File: src/rtl/guess_game_pkg.sv
// Shared types and helpers for the number-guessing game controller.
//   state_e      : sequencer states
//   WL_*         : WINorLOSE display codes
//   HINT_*       : higher/lower hint display codes
//   time_for     : seconds per round for a difficulty (1..3, anything else -> 1)
//   guesses_for  : guess budget per round for a difficulty
//   bcd_to_bin   : three BCD digits -> 10-bit unsigned value
package guess_game_pkg;

   typedef enum logic [2:0] {
      S_IDLE,
      S_LOAD,
      S_PLAY,
      S_WIN,
      S_LOSE
   } state_e;

   localparam logic [1:0] WL_LOSE     = 2'd0;
   localparam logic [1:0] WL_WIN      = 2'd1;
   localparam logic [1:0] WL_PLAY     = 2'd3;

   localparam logic [1:0] HINT_LOWER  = 2'd0;
   localparam logic [1:0] HINT_HIGHER = 2'd1;
   localparam logic [1:0] HINT_NONE   = 2'd2;

   function automatic logic [7:0] time_for(input logic [1:0] diff);
      case (diff)
         2'd2:    return 8'd60;
         2'd3:    return 8'd30;
         default: return 8'd90;
      endcase
   endfunction

   function automatic logic [2:0] guesses_for(input logic [1:0] diff);
      case (diff)
         2'd2:    return 3'd4;
         2'd3:    return 3'd3;
         default: return 3'd5;
      endcase
   endfunction

   // Only meaningful for digits 0..9; callers qualify the result.
   function automatic logic [9:0] bcd_to_bin(input logic [3:0] hund,
                                             input logic [3:0] tens,
                                             input logic [3:0] units);
      return 10'(hund) * 10'd100 + 10'(tens) * 10'd10 + 10'(units);
   endfunction

endpackage

File: src/rtl/guess_game_if.sv
// Player-side and display-side signals of the game controller.
//   master : drives start, diff_sel, submit and the guess digits; observes the display outputs
//   slave  : the controller; drives the display outputs (timer, budget, hint, round, difficulty, result)
interface guess_game_if;
   logic       start;
   logic [1:0] diff_sel;
   logic       submit;
   logic [3:0] guess1;
   logic [3:0] guess2;
   logic [3:0] guess3;
   logic [7:0] timer;
   logic [2:0] guesses;
   logic [1:0] hint;
   logic [1:0] round;
   logic [1:0] difficulty;
   logic [1:0] WINorLOSE;

   modport master (
      output start, diff_sel, submit, guess1, guess2, guess3,
      input  timer, guesses, hint, round, difficulty, WINorLOSE
   );

   modport slave (
      input  start, diff_sel, submit, guess1, guess2, guess3,
      output timer, guesses, hint, round, difficulty, WINorLOSE
   );
endinterface

File: src/rtl/guess_game_ctrl_bcd_secret_gen.sv
// Free-running 3-digit BCD counter, 000..999, +1 per clock, wraps to 000.
// The controller samples it when a round loads, so the secret depends on
// when the player pressed start / guessed.
//   clk    : system clock
//   rst    : asynchronous active-high reset to 000
//   secret : {hundreds, tens, units} BCD digits
module bcd_secret_gen (
   input  logic        clk,
   input  logic        rst,
   output logic [11:0] secret
);

   logic [3:0] hund, tens, units;

   always_ff @(posedge clk or posedge rst) begin
      if (rst) begin
         hund  <= '0;
         tens  <= '0;
         units <= '0;
      end else if (units == 4'd9) begin
         units <= '0;
         if (tens == 4'd9) begin
            tens <= '0;
            hund <= (hund == 4'd9) ? 4'd0 : hund + 4'd1;
         end else begin
            tens <= tens + 4'd1;
         end
      end else begin
         units <= units + 4'd1;
      end
   end

   assign secret = {hund, tens, units};

endmodule

File: src/rtl/guess_game_ctrl.sv
// Number-guessing game sequencer.
// Latches difficulty on start, loads a BCD secret per round, runs a
// 1 s countdown and a guess budget, and produces higher/lower hints.
//   clk, reset : system clock, asynchronous active-high reset
//   bus        : slave side of guess_game_if
//                in : start, diff_sel, submit, guess digits
//                out: timer (8'hFF blank), remaining guesses, hint,
//                     round, difficulty, WINorLOSE
module guess_game_ctrl
   import guess_game_pkg::*;
#(
   parameter int unsigned TICKS_PER_SEC = 50_000_000,
   parameter int unsigned NUM_ROUNDS    = 3
) (
   input  logic        clk,
   input  logic        reset,
   guess_game_if.slave bus
);

   localparam logic [31:0] TICK_LAST  = 32'(TICKS_PER_SEC - 1);
   localparam logic [1:0]  LAST_ROUND = 2'(NUM_ROUNDS);

   state_e      state, state_n;
   logic [31:0] presc, presc_n;
   logic [7:0]  timer_q, timer_n;
   logic [2:0]  guesses_q, guesses_n;
   logic [1:0]  hint_q, hint_n;
   logic [1:0]  round_q, round_n;
   logic [1:0]  diff_q, diff_n;
   logic [1:0]  wl_q, wl_n;
   logic [9:0]  secret_q, secret_n;

   logic [11:0] secret_bcd;
   logic [9:0]  guess_val;
   logic        digits_ok;
   logic        tick;
   logic        hit;

   bcd_secret_gen u_secret (
      .clk    (clk),
      .rst    (reset),
      .secret (secret_bcd)
   );

   assign digits_ok = (bus.guess1 <= 4'd9) && (bus.guess2 <= 4'd9) && (bus.guess3 <= 4'd9);
   assign guess_val = bcd_to_bin(bus.guess1, bus.guess2, bus.guess3);
   assign tick      = (presc == TICK_LAST);
   assign hit       = bus.submit && digits_ok && (guess_val == secret_q);

   always_ff @(posedge clk or posedge reset) begin
      if (reset) begin
         state     <= S_IDLE;
         presc     <= '0;
         timer_q   <= 8'hFF;
         guesses_q <= '0;
         hint_q    <= HINT_NONE;
         round_q   <= '0;
         diff_q    <= '0;
         wl_q      <= WL_PLAY;
         secret_q  <= '0;
      end else begin
         state     <= state_n;
         presc     <= presc_n;
         timer_q   <= timer_n;
         guesses_q <= guesses_n;
         hint_q    <= hint_n;
         round_q   <= round_n;
         diff_q    <= diff_n;
         wl_q      <= wl_n;
         secret_q  <= secret_n;
      end
   end

   always_comb begin
      state_n   = state;
      presc_n   = presc;
      timer_n   = timer_q;
      guesses_n = guesses_q;
      hint_n    = hint_q;
      round_n   = round_q;
      diff_n    = diff_q;
      wl_n      = wl_q;
      secret_n  = secret_q;

      case (state)
         S_IDLE, S_WIN, S_LOSE: begin
            if (bus.start) begin
               diff_n  = (bus.diff_sel == 2'd0) ? 2'd1 : bus.diff_sel;
               round_n = 2'd1;
               wl_n    = WL_PLAY;
               state_n = S_LOAD;
            end
         end

         S_LOAD: begin
            secret_n  = bcd_to_bin(secret_bcd[11:8], secret_bcd[7:4], secret_bcd[3:0]);
            timer_n   = time_for(diff_q);
            guesses_n = guesses_for(diff_q);
            hint_n    = HINT_NONE;
            presc_n   = '0;
            state_n   = S_PLAY;
         end

         S_PLAY: begin
            presc_n = tick ? 32'd0 : presc + 32'd1;

            // The guess is resolved before the expiry tick, so a correct
            // guess on the expiry edge still wins the round.
            if (hit) begin
               if (round_q < LAST_ROUND) begin
                  round_n = round_q + 2'd1;
                  state_n = S_LOAD;
               end else begin
                  wl_n    = WL_WIN;
                  state_n = S_WIN;
               end
            end else begin
               if (bus.submit && digits_ok) begin
                  hint_n    = (secret_q > guess_val) ? HINT_HIGHER : HINT_LOWER;
                  guesses_n = guesses_q - 3'd1;
                  if (guesses_q == 3'd1) begin
                     wl_n    = WL_LOSE;
                     state_n = S_LOSE;
                  end
               end
               if (tick) begin
                  if (timer_q == 8'd0) begin
                     wl_n    = WL_LOSE;
                     state_n = S_LOSE;
                  end else begin
                     timer_n = timer_q - 8'd1;
                  end
               end
            end
         end

         default: state_n = S_IDLE;
      endcase
   end

   assign bus.timer      = timer_q;
   assign bus.guesses    = guesses_q;
   assign bus.hint       = hint_q;
   assign bus.round      = round_q;
   assign bus.difficulty = diff_q;
   assign bus.WINorLOSE  = wl_q;

endmodule

File: src/flat_wrapper.sv
// flat-port wrapper written by rule: the top's interface ports become plain ports
module guess_game_ctrl_flat import guess_game_pkg::*;
#(
   parameter int unsigned TICKS_PER_SEC = 50_000_000,
   parameter int unsigned NUM_ROUNDS    = 3
)
  (clk, reset, bus_start, bus_diff_sel, bus_submit, bus_guess1, bus_guess2, bus_guess3, bus_timer, bus_guesses, bus_hint, bus_round, bus_difficulty, bus_WINorLOSE);
  guess_game_if bus_i ();
  input  logic clk;
  input  logic reset;
  input wire logic [$bits(bus_i.start)-1:0] bus_start;
  input wire logic [$bits(bus_i.diff_sel)-1:0] bus_diff_sel;
  input wire logic [$bits(bus_i.submit)-1:0] bus_submit;
  input wire logic [$bits(bus_i.guess1)-1:0] bus_guess1;
  input wire logic [$bits(bus_i.guess2)-1:0] bus_guess2;
  input wire logic [$bits(bus_i.guess3)-1:0] bus_guess3;
  output wire logic [$bits(bus_i.timer)-1:0] bus_timer;
  output wire logic [$bits(bus_i.guesses)-1:0] bus_guesses;
  output wire logic [$bits(bus_i.hint)-1:0] bus_hint;
  output wire logic [$bits(bus_i.round)-1:0] bus_round;
  output wire logic [$bits(bus_i.difficulty)-1:0] bus_difficulty;
  output wire logic [$bits(bus_i.WINorLOSE)-1:0] bus_WINorLOSE;
  assign bus_i.start = bus_start;
  assign bus_i.diff_sel = bus_diff_sel;
  assign bus_i.submit = bus_submit;
  assign bus_i.guess1 = bus_guess1;
  assign bus_i.guess2 = bus_guess2;
  assign bus_i.guess3 = bus_guess3;
  assign bus_timer = bus_i.timer;
  assign bus_guesses = bus_i.guesses;
  assign bus_hint = bus_i.hint;
  assign bus_round = bus_i.round;
  assign bus_difficulty = bus_i.difficulty;
  assign bus_WINorLOSE = bus_i.WINorLOSE;
  guess_game_ctrl #(.TICKS_PER_SEC(TICKS_PER_SEC), .NUM_ROUNDS(NUM_ROUNDS)) u_core (.clk(clk), .reset(reset), .bus(bus_i));
endmodule
File: config.mk
export PLATFORM = sky130hd
export DESIGN_NAME = guess_game_ctrl_flat
export DESIGN_NICKNAME = d
export VERILOG_FILES = /design/src/rtl/guess_game_pkg.sv /design/src/rtl/guess_game_if.sv /design/src/rtl/guess_game_ctrl_bcd_secret_gen.sv /design/src/rtl/guess_game_ctrl.sv /design/src/flat_wrapper.sv
export SDC_FILE = /design/constraint.sdc
export NUM_CORES = 1
export LEC_CHECK = 0
export CORE_ASPECT_RATIO = 0.7
export CORE_MARGIN = 5
export CORE_UTILIZATION = 62
export DETAILED_ROUTE_END_ITERATION = 16
export GPL_ROUTABILITY_DRIVEN = 1
export GPL_TIMING_DRIVEN = 0
export PLACE_DENSITY = 0.8
export SLEW_MARGIN = 20
export SYNTH_ARGS = -nofsm -noshare
export SYNTH_HDL_FRONTEND = slang
export SYNTH_SLANG_ARGS = --single-unit
File: constraint.sdc
create_clock -name clk -period 7.1 [get_ports clk]
set_clock_uncertainty 0.2 [all_clocks]
set_input_delay 1.065 -clock clk [delete_from_list [all_inputs] [get_ports clk]]
set_output_delay 1.065 -clock clk [all_outputs]
set_load 0.02 [all_outputs]
==> results.cfg, run 1 <==
[status]
status = finished clean

[floorplanning]
core_area_um2 = 8962
die_area_um2 = 11160
die_h_um = 89.89
num_io_pins = 37
dieWidth_um = 124.1
row_count = 29
start_util = 0.6307

[sta]
rsz0062_at_grt = no
drv_slew = 0
setup_viol = 0
hold_viol_final = 0
tightestPinTransition_ps = 797.6
period_needed_ps = 5846
timing.slew.headroom = 0.4663
fmax_mhz = 171.1
finalSetupTns_ps = 0
timing.final.crit_share = 0.8234

[worst_setup_path]
crit_path_start_kind = input port
cp.arrival_ps = 5870
critPathCaptureType = flip-flop
crit_type = input port to flip-flop
cp.required_ps = 7120
path_max_fanout = 4

[placed_design]
gp_congestion = 0.9483
place_hpwl_um = 10620
portBuffers = 36

[run]
cap_violations = 0

[finish]
postLayoutCoreUtil = 0.7296
multi_input_area_um2 = 3465
fill_cells = 664
syn_to_final_growth_pct = 15.67
seq_area_um2 = 1916
fin_nets = 779
antenna_cells = 0
drive_gt1_frac = 0.07257

[cts]
cts_sinks = 76
clk_pin_slew_ps = 60
clock_latency_ps = 340
cts_max_level = 3
post_cts_resize_count = 0
cts_tree = yes
holdBufCountCts = 0
numCtsBuffers = 9
cts_setup_buffers = 0
cts_root_buffer = clkbuf_16
cts_buffer_depth = 2

[synth]
yosysWarnings = 0
synth_edf_count = 0
synthTopCellsByArea = dfrtp_1 (29%), ha_1 (15%), o21ai_0 (6.1%)
ys_ff_latch = 76
yosysTopAreaCell = dfrtp_1
ys_types = 68
ys_seq_area_frac = 0.3389
synth.mux.area_fraction = 0.007304
ys_async_sr_fraction = 1.000
syn_avg_cell_area_um2 = 8.888
yosysTopAreaCellShare = 0.2877
syn_area_um2 = 5653
synth_top_family_by_area = simple AND/OR/NAND/NOR gates
synth_compound_area_frac = 0.1600
netlist_instances = 636
synth_xor_area_frac = 0.04183
syn_nets = 731
synth_simple_gate_area_frac = 0.2200
synth_fa_ha_area_frac = 0.1837
ys.flop_type = dfrtp_1

[route]
vias_per_cell = 6.304
drc = 0
finalWirelength_um = 14280
drt_iter0_drc = 617
dr_total_vias = 5125
antenna_left = 0
wire_per_inst_um = 17.56
drt_pre_antenna_iters = 5

[pwr]
total_leakage_power_nw = 2.969
power_density_nw_per_um2 = 292.6
power_mw = 1.913
ir_drop_mv = 0.2246

[global_routing]
grt_start_max_net_pins = 57
overflow = 0
antenna_found_initial = 0
grt_usage = 0.2614
grt_pass1_vias = 4889
grt_pass1_wl_um = 23450

[min_path]
hold_class = flip-flop to flip-flop
[state kept, by name, indices dropped and copies added (netlist names)]
| register | flops |
|---|---|
| u_core.bus.WINorLOSE | 2 |
| u_core.bus.difficulty | 2 |
| u_core.bus.guesses | 3 |
| u_core.bus.hint | 2 |
| u_core.bus.round | 2 |
| u_core.bus.timer | 8 |
| u_core.presc | 32 |
| u_core.secret_q | 10 |
| u_core.state | 3 |
| u_core.u_secret.hund | 4 |
| u_core.u_secret.tens | 4 |
| u_core.u_secret.units | 4 |
[stage by stage]
stage | hold slack (ps) | cell area [um^2] | cells | worst slack [ps]
after floorplan | 252.3 | 5653 | 636 | 2181
after global placement | 250.8 | 6168 | 796 | 1282
after detailed placement | 254.3 | 6198 | 797 | 1117
after CTS | 263.6 | 6539 | 813 | 1347
after global routing | 298.8 | 6539 | 813 | 1035
final | 261.5 | 6539 | 813 | 1254
[cell families (layout without fill, tap and decap cells)]
kind of cell,after synthesis,count (layout)
flops,76,76
simple gates,232,232
mux,4,4
compound gates,152,152
buf+inv,68,121
fa+ha+maj,77,77
xor+xnor,27,27
[final timing paths]
check / startpoint / end / slack (ps) / cells past startpoint
max: bus_guess2[3] / u_core.bus.round[1]$_DFFE_PP0P_ / 1250 / 17
min: u_core.bus.WINorLOSE[1]$_DFFE_PP1P_ / u_core.bus.WINorLOSE[1]$_DFFE_PP1P_ / 260 / 2
max reg2reg: u_core.u_secret.tens[1]$_DFFE_PP0N_ / u_core.secret_q[9]$_DFFE_PP0P_ / 3610 / 12
min reg2reg: u_core.bus.WINorLOSE[1]$_DFFE_PP1P_ / u_core.bus.WINorLOSE[1]$_DFFE_PP1P_ / 260 / 2
max in group asynchronous: reset / u_core.bus.hint[1]$_DFFE_PP1P_ / 5240 / 3
min in group asynchronous: reset / u_core.presc[17]$_DFFE_PP0P_ / 840 / 2
[metal layers]
metal / vias to the layer above / share of wire / GRT usage
li1: 2393 / - / -
met1: 2442 / 0.44 / 0.3780
met2: 263 / 0.44 / 0.3862
met3: 27 / 0.10 / 0.06587
met4: 0 / 0.018 / 0.07931
met5: - / 0 / 0
[layout make-up]
type / instances / share of cell area
inverter: 52 / 0.03023
timing repair buffer: 37 / 0.05932
multi-input combinational: 492 / 0.5299
clock inverter: 6 / 0.01703
tap: 124 / 0.02373
sequential: 76 / 0.2930
buffer: 16 / 0.01186
clock buffer: 10 / 0.03502
[Yosys cell counts (10+ instances only)]
cell      n
nand3_1  27
nand2_1  53
a21oi_1  29
nor2b_1  17
o21ai_0  69
fa_1     10
nor2_1   32
dfrtp_1  65
xor2_1   13
inv_1    52
nor3_1   30
xnor2_1  14
dfstp_2  11
nand4_1  15
ha_1     67
[layout by cell type (no fill, tap or decap), types with 17 or more instances in the layout]
master           count
a21oi_1             29
clkdlybuf4s50_1     36
dfrtp_1             65
ha_1                67
inv_1               51
nand2_1             53
nand3_1             27
nor2_1              32
nor2b_1             17
nor3_1              30
o21ai_0             69
[critical path: stages]
cell             delay (ps)
clkdlybuf4s50_1         560
ha_1                    270
ha_1                    230
fa_1                    450
ha_1                    300
ha_1                    330
o21ai_0                  90
a21oi_1                 120
o41a_1                  330
xnor2_1                 150
ha_1                    310
nand4_1                 210
nor4_1                  300
nand3_1                 270
o21ai_0                 520
nand2_1                 110
a22o_1                  250
[power breakdown]
group / switching [mW] / internal (mW)
clock network: 0.185 / 0.344
registers: 0.0810 / 0.520
logic: 0.485 / 0.298
total: 0.751 / 1.16
No activity file was read; power rests on OpenSTA's default activity.
==> run 2: changes to the inputs <==
--- a/config.mk
+++ b/config.mk
@@ -7,11 +7,11 @@
 export LEC_CHECK = 0
 export CORE_ASPECT_RATIO = 0.7
 export CORE_MARGIN = 5
-export CORE_UTILIZATION = 62
+export CORE_UTILIZATION = 55
 export DETAILED_ROUTE_END_ITERATION = 16
 export GPL_ROUTABILITY_DRIVEN = 1
 export GPL_TIMING_DRIVEN = 0
-export PLACE_DENSITY = 0.8
+export PLACE_DENSITY = 0.75
 export SLEW_MARGIN = 20
 export SYNTH_ARGS = -nofsm -noshare
 export SYNTH_HDL_FRONTEND = slang
==> constraint.sdc (replaced) <==
create_clock -name clk -period 4.7 [get_ports clk]
set_clock_uncertainty 0.2 [all_clocks]
set_input_delay 0.705 -clock clk [delete_from_list [all_inputs] [get_ports clk]]
set_output_delay 0.705 -clock clk [all_outputs]
set_load 0.02 [all_outputs]
==> results.cfg, run 2 (same netlist as run 1, synthesis figures left out) <==
[min_path]
hold_start = u_core.bus.WINorLOSE[1]$_DFFE_PP1P_
hold_path_end = u_core.bus.WINorLOSE[1]$_DFFE_PP1P_
hold_depth = 2
hold_class = flip-flop to flip-flop

[route]
drt_iter0_drc = 439
dr_total_vias = 5148
antenna_left = 0
drt_pre_antenna_iters = 5
finalWirelength_um = 14690
drc = 0
vias_per_cell = 6.165
wire_per_inst_um = 17.59

[placed_design]
place_hpwl_um = 10540
gp_congestion = 0.9297
portBuffers = 36
place_inst = 805
place_area_um2 = 6208
dp_slack_ps = -821.3

[worst_setup_path]
cp.arrival_ps = 4620
path_delay_family = adder cells
crit_type = input port to flip-flop
r2r_slack_ps = 1170
path_buf_inv = 4
r2r_cells = 12
slowest_delay_ps = 570
reg2reg_from = u_core.u_secret.tens[1]$_DFFE_PP0N_
critPathSlowestCell = fa_1
critPathCaptureType = flip-flop
r2r_end = u_core.secret_q[9]$_DFFE_PP0P_
crit_path_start_kind = input port
cp.required_ps = 4740
path_cells = buf_4 -> inv_2 -> ha_1 -> ha_2 -> fa_1 -> ha_4 -> ha_4 -> o41a_1 -> xnor2_1 -> ha_1 -> nand4_1 -> buf_4 -> buf_4 -> nor3_1 -> nand4_1 -> nand4_1 -> o211ai_1 -> o31ai_1
path_max_fanout = 4

[pwr]
switchingPower_mw = 1.178
p_clk_frac = 0.255
p_int_mw = 1.765
power.share.sequential = 0.308
comb_power_share = 0.437
p_sw_frac = 0.4003
ir_drop_mv = 0.2458
total_leakage_power_nw = 3.043
power_density_nw_per_um2 = 431.2

[cts]
cts_max_level = 3
clock_latency_ps = 340
numCtsBuffers = 9
cts_sinks = 76
clk_pin_slew_ps = 60
cts_buffer_depth = 2
cts_tree = yes
holdBufCountCts = 0
cts_root_buffer = clkbuf_16

[run]
cap_violations = 0

[finish]
fin_nets = 793
top_register = u_core.presc
final_common_cell = o21ai_0
final_area_um2 = 6824
largest_reg_flops = 32
postLayoutCoreUtil = 0.6690
antenna_cells = 0
syn_to_final_growth_pct = 20.72
drive_gt1_frac = 0.1494
final_cells = 835
final_cell_mix = o21ai_0 (66), dfrtp_1 (65), ha_1 (55), nand2_1 (53), inv_1 (48)

[floorplanning]
row_count = 31
die_h_um = 94.82
core_area_um2 = 10200
dieWidth_um = 131.2
die_area_um2 = 12440
start_util = 0.5542
num_io_pins = 37

[global_routing]
antenna_found_initial = 0
overflow = 0
grt_usage = 0.2317
grt_start_max_net_pins = 49
grt_pass1_vias = 5011
grt_pass1_wl_um = 23740

[sta]
timing.final.crit_share = 0.9738
fmax_mhz = 218.5
tightestPinTransition_ps = 858.2
drv_slew = 0
timing.slew.headroom = 0.4257
fin_ws_ps = 123.3
hold_viol_final = 0
period_needed_ps = 4577
setup_viol = 0
fin_hold_ws_ps = 268.1

[status]
status = finished clean
## run 2: cell types whose count changed in the layout (fill, tap and decap cells not counted), moves of 4 or more
cell             previous run  this run
a21oi_2                     0         4
ha_4                        0         9
ha_1                       67        55
clkdlybuf4s50_1            36        26
buf_4                       1        17
a21oi_1                    29        25
## run 2: metrics by stage
stage | total power, mW | TNS (ps)
2_1_floorplan | 1.649 | 0
3_3_place_gp | 2.007 | -9168
3_5_place_dp | 2.062 | -10850
4_1_cts | 2.852 | 0
5_1_grt | 3.113 | -181.2
6_report | 2.943 | 0
## run 2: power by group through the flow
| stage | combinational (mW) | sequential, mW | clock [mW] |
|---|---|---|---|
| after global placement | 1.10 | 0.907 | 0 |
| after global routing | 1.41 | 0.921 | 0.784 |
| after detailed placement | 1.15 | 0.913 | 0 |
| final | 1.29 | 0.906 | 0.751 |
| after CTS | 1.19 | 0.902 | 0.757 |
| after floorplan | 0.700 | 0.949 | 0 |
## run 2: worst max-delay path by stage
stage / slack, ps / cells past startpoint / endpoint / startpoint
final: 120 / 18 / u_core.bus.timer[6]$_DFFE_PP1P_ / bus_guess1[1]
after detailed placement: -820 / 17 / u_core.bus.round[1]$_DFFE_PP0P_ / bus_guess2[3]
after floorplan: 140 / 16 / u_core.bus.round[1]$_DFFE_PP0P_ / bus_guess2[1]
after global placement: -750 / 17 / u_core.bus.round[1]$_DFFE_PP0P_ / bus_guess2[3]
after global routing: -80 / 20 / u_core.bus.timer[3]$_DFFE_PP1P_ / bus_guess1[3]
after CTS: 4 / 20 / u_core.bus.timer[3]$_DFFE_PP1P_ / bus_guess1[1]
## run 2: per-layer routing
layer / global-route usage / vias to the layer above / wire [um]
li1: - / 2423 / -
met3: 0.05325 / 40 / 1189
met1: 0.3265 / 2428 / 6836
met4: 0.07439 / 0 / 315
met2: 0.3552 / 257 / 6346
met5: 0 / - / 0
## run 2: layout make-up
| class | count | area (um^2) |
|---|---|---|
| Clock inverter | 7 | 98.84 |
| Clock buffer | 9 | 225.2 |
| Multi-Input combinational cell | 492 | 3671 |
| Timing Repair Buffer | 51 | 470.5 |
| Inverter | 52 | 200.2 |
| Tap cell | 132 | 165.2 |
| Buffer | 16 | 77.57 |
| Fill cell | 780 | 3377 |
| Sequential cell | 76 | 1916 |
## run 2: tightest hold or removal path: stages, from the launching register on
cell and delay, ps:
dfstp_2 370, inv_1 40, a21oi_1 50
## run 2: timing repair
item,in CTS,in global routing
hold endpoints to repair,0,0
endpoints found under the setup margin,19,18
pin swaps,11,23
gates cloned,0,0
setup buffers,10,4
resized for setup,29,40
==> run 3: changes to the inputs <==
--- a/config.mk
+++ b/config.mk
@@ -12,6 +12,7 @@
 export GPL_ROUTABILITY_DRIVEN = 1
 export GPL_TIMING_DRIVEN = 0
 export PLACE_DENSITY = 0.75
+export SETUP_SLACK_MARGIN = 0.5
 export SLEW_MARGIN = 20
 export SYNTH_ARGS = -nofsm -noshare
 export SYNTH_HDL_FRONTEND = slang
==> results.cfg, run 3 (same netlist as run 1, synthesis figures left out) <==
[worst_setup_path]
path_cells = buf_6 -> ha_4 -> inv_2 -> fa_2 -> buf_6 -> fa_2 -> nor2b_1 -> o21ai_2 -> a21oi_2 -> o21a_1 -> nor2_2 -> xor2_1 -> ha_1 -> nand4_1 -> buf_4 -> nor3_4 -> nand4_1 -> nand4b_1 -> buf_4 -> or4_4 -> nand3_2
r2r_end = u_core.secret_q[9]$_DFFE_PP0P_
cp.required_ps = 4780
r2r_slack_ps = 1210
critPathCaptureType = flip-flop
crit_path_start_kind = input port
crit_type = input port to flip-flop
reg2reg_from = u_core.u_secret.tens[1]$_DFFE_PP0N_
path_buf_inv = 5
crit_path_start = bus_guess2[0]
r2r_cells = 12
path_max_fanout = 4
cp.arrival_ps = 4570
slowest_delay_ps = 470
path_delay_family = adder cells
critPathSlowestCell = fa_2
path_depth = 21
critPathCapture = u_core.bus.timer[3]$_DFFE_PP1P_

[cts]
cts_buffer_depth = 2
holdBufCountCts = 0
cts_tree = yes
clock_latency_ps = 340
cts_root_buffer = clkbuf_16
cts_max_level = 3
clk_pin_slew_ps = 60
cts_sinks = 76
numCtsBuffers = 9

[placed_design]
gp_congestion = 0.9152
place_hpwl_um = 10280
place_inst = 805
place_area_um2 = 6282
portBuffers = 36
dp_slack_ps = -658.7

[finish]
fill_cells = 746
multi_input_area_um2 = 3740
final_cell_mix = o21ai_0 (65), dfrtp_1 (65), ha_1 (55), nand2_1 (53), inv_1 (47)
postLayoutCoreUtil = 0.6840
drive_gt1_frac = 0.1761
syn_to_final_growth_pct = 23.44
final_area_um2 = 6978
antenna_cells = 0
final_cells = 842
largest_reg_flops = 32
top_register = u_core.presc
seq_area_um2 = 1916
fin_nets = 800

[floorplanning]
start_util = 0.5542
core_area_um2 = 10200
num_io_pins = 37
dieWidth_um = 131.2
die_h_um = 94.82
row_count = 31
die_area_um2 = 12440

[global_routing]
overflow = 0
grt_start_max_net_pins = 50
grt_pass1_vias = 4800
grt_pass1_wl_um = 23720
antenna_found_initial = 0
grt_usage = 0.2337

[sta]
fmax_mhz = 222.4
timing.slew.headroom = 0.3547
fin_ws_ps = 203.8
timing.final.crit_share = 0.9566
period_needed_ps = 4496
tightestPinTransition_ps = 964.4
fin_hold_ws_ps = 282.6
setup_viol = 0
drv_slew = 0
finalSetupTns_ps = 0
rsz0062_at_grt = yes
hold_viol_final = 0

[route]
wire_per_inst_um = 17.19
antenna_left = 0
drc = 0
dr_total_vias = 5065
drt_iter0_drc = 557
vias_per_cell = 6.015
finalWirelength_um = 14480
drt_pre_antenna_iters = 5

[pwr]
ir_drop_mv = 0.3171
switchingPower_mw = 1.198
power_density_nw_per_um2 = 420.3
power.share.sequential = 0.309
p_clk_frac = 0.246
total_leakage_power_nw = 3.088
power_mw = 2.933
comb_power_share = 0.445
p_int_mw = 1.735
p_sw_frac = 0.4084

[min_path]
hold_class = flip-flop to flip-flop

[run]
cap_violations = 0

[status]
status = finished clean
-- run 3: what timing repair did --
item / CTS / global route
buffers inserted: 15 / 6
setup endpoints to repair: 20 / 20
resized for setup: 62 / 26
pin swaps: 29 / 28
hold endpoints to repair: 0 / 0
-- run 3: per-layer routing --
metal / share of wire / vias up / global-route usage / wire (um)
met3: 0.082 / 14 / 0.06230 / 1191
li1: - / 2425 / - / -
met1: 0.47 / 2434 / 0.3424 / 6829
met5: 0 / - / 0 / 0
met4: 0.0099 / 0 / 0.05363 / 144
met2: 0.44 / 192 / 0.3454 / 6311
-- run 3: final cells by class --
| type | count | area share |
|---|---|---|
| well taps | 132 | 0.02367 |
| flip-flops and latches | 76 | 0.2745 |
| clock buffers | 10 | 0.03425 |
| inverters | 52 | 0.02869 |
| repair buffers | 58 | 0.08159 |
| multi-input cells | 492 | 0.5360 |
| clock inverters | 6 | 0.01022 |
| plain buffers | 16 | 0.01112 |
-- run 3: worst register-to-register path, delay by kind of cell, from the launching register on --
family / cells / cell delay, ps
flops: 1 / 480
simple gates: 3 / 420
xor+xnor: 2 / 300
compound gates: 2 / 320
fa+ha+maj: 5 / 1630
-- run 3: power by group through the flow --
| stage | registers (mW) | clock network (mW) | logic, mW |
|---|---|---|---|
| 2_1_floorplan | 0.949 | 0 | 0.717 |
| 5_1_grt | 0.918 | 0.764 | 1.44 |
| 3_5_place_dp | 0.910 | 0 | 1.16 |
| 3_3_place_gp | 0.902 | 0 | 1.12 |
| 4_1_cts | 0.898 | 0.728 | 1.21 |
| 6_report | 0.905 | 0.722 | 1.31 |
-- run 3: worst min path at each step --
stage               cells past startpoint  slack [ps]                                 from                                   to
floorplan                               2         250       u_core.secret_q[2]$_DFFE_PP0P_       u_core.secret_q[2]$_DFFE_PP0P_
detailed placement                      2         260  u_core.bus.WINorLOSE[1]$_DFFE_PP1P_  u_core.bus.WINorLOSE[1]$_DFFE_PP1P_
global placement                        2         270  u_core.bus.WINorLOSE[1]$_DFFE_PP1P_  u_core.bus.WINorLOSE[1]$_DFFE_PP1P_
CTS                                     2         280  u_core.bus.WINorLOSE[1]$_DFFE_PP1P_  u_core.bus.WINorLOSE[1]$_DFFE_PP1P_
global route                            2         310  u_core.bus.WINorLOSE[1]$_DFFE_PP1P_  u_core.bus.WINorLOSE[1]$_DFFE_PP1P_
finish                                  2         280  u_core.bus.WINorLOSE[1]$_DFFE_PP1P_  u_core.bus.WINorLOSE[1]$_DFFE_PP1P_
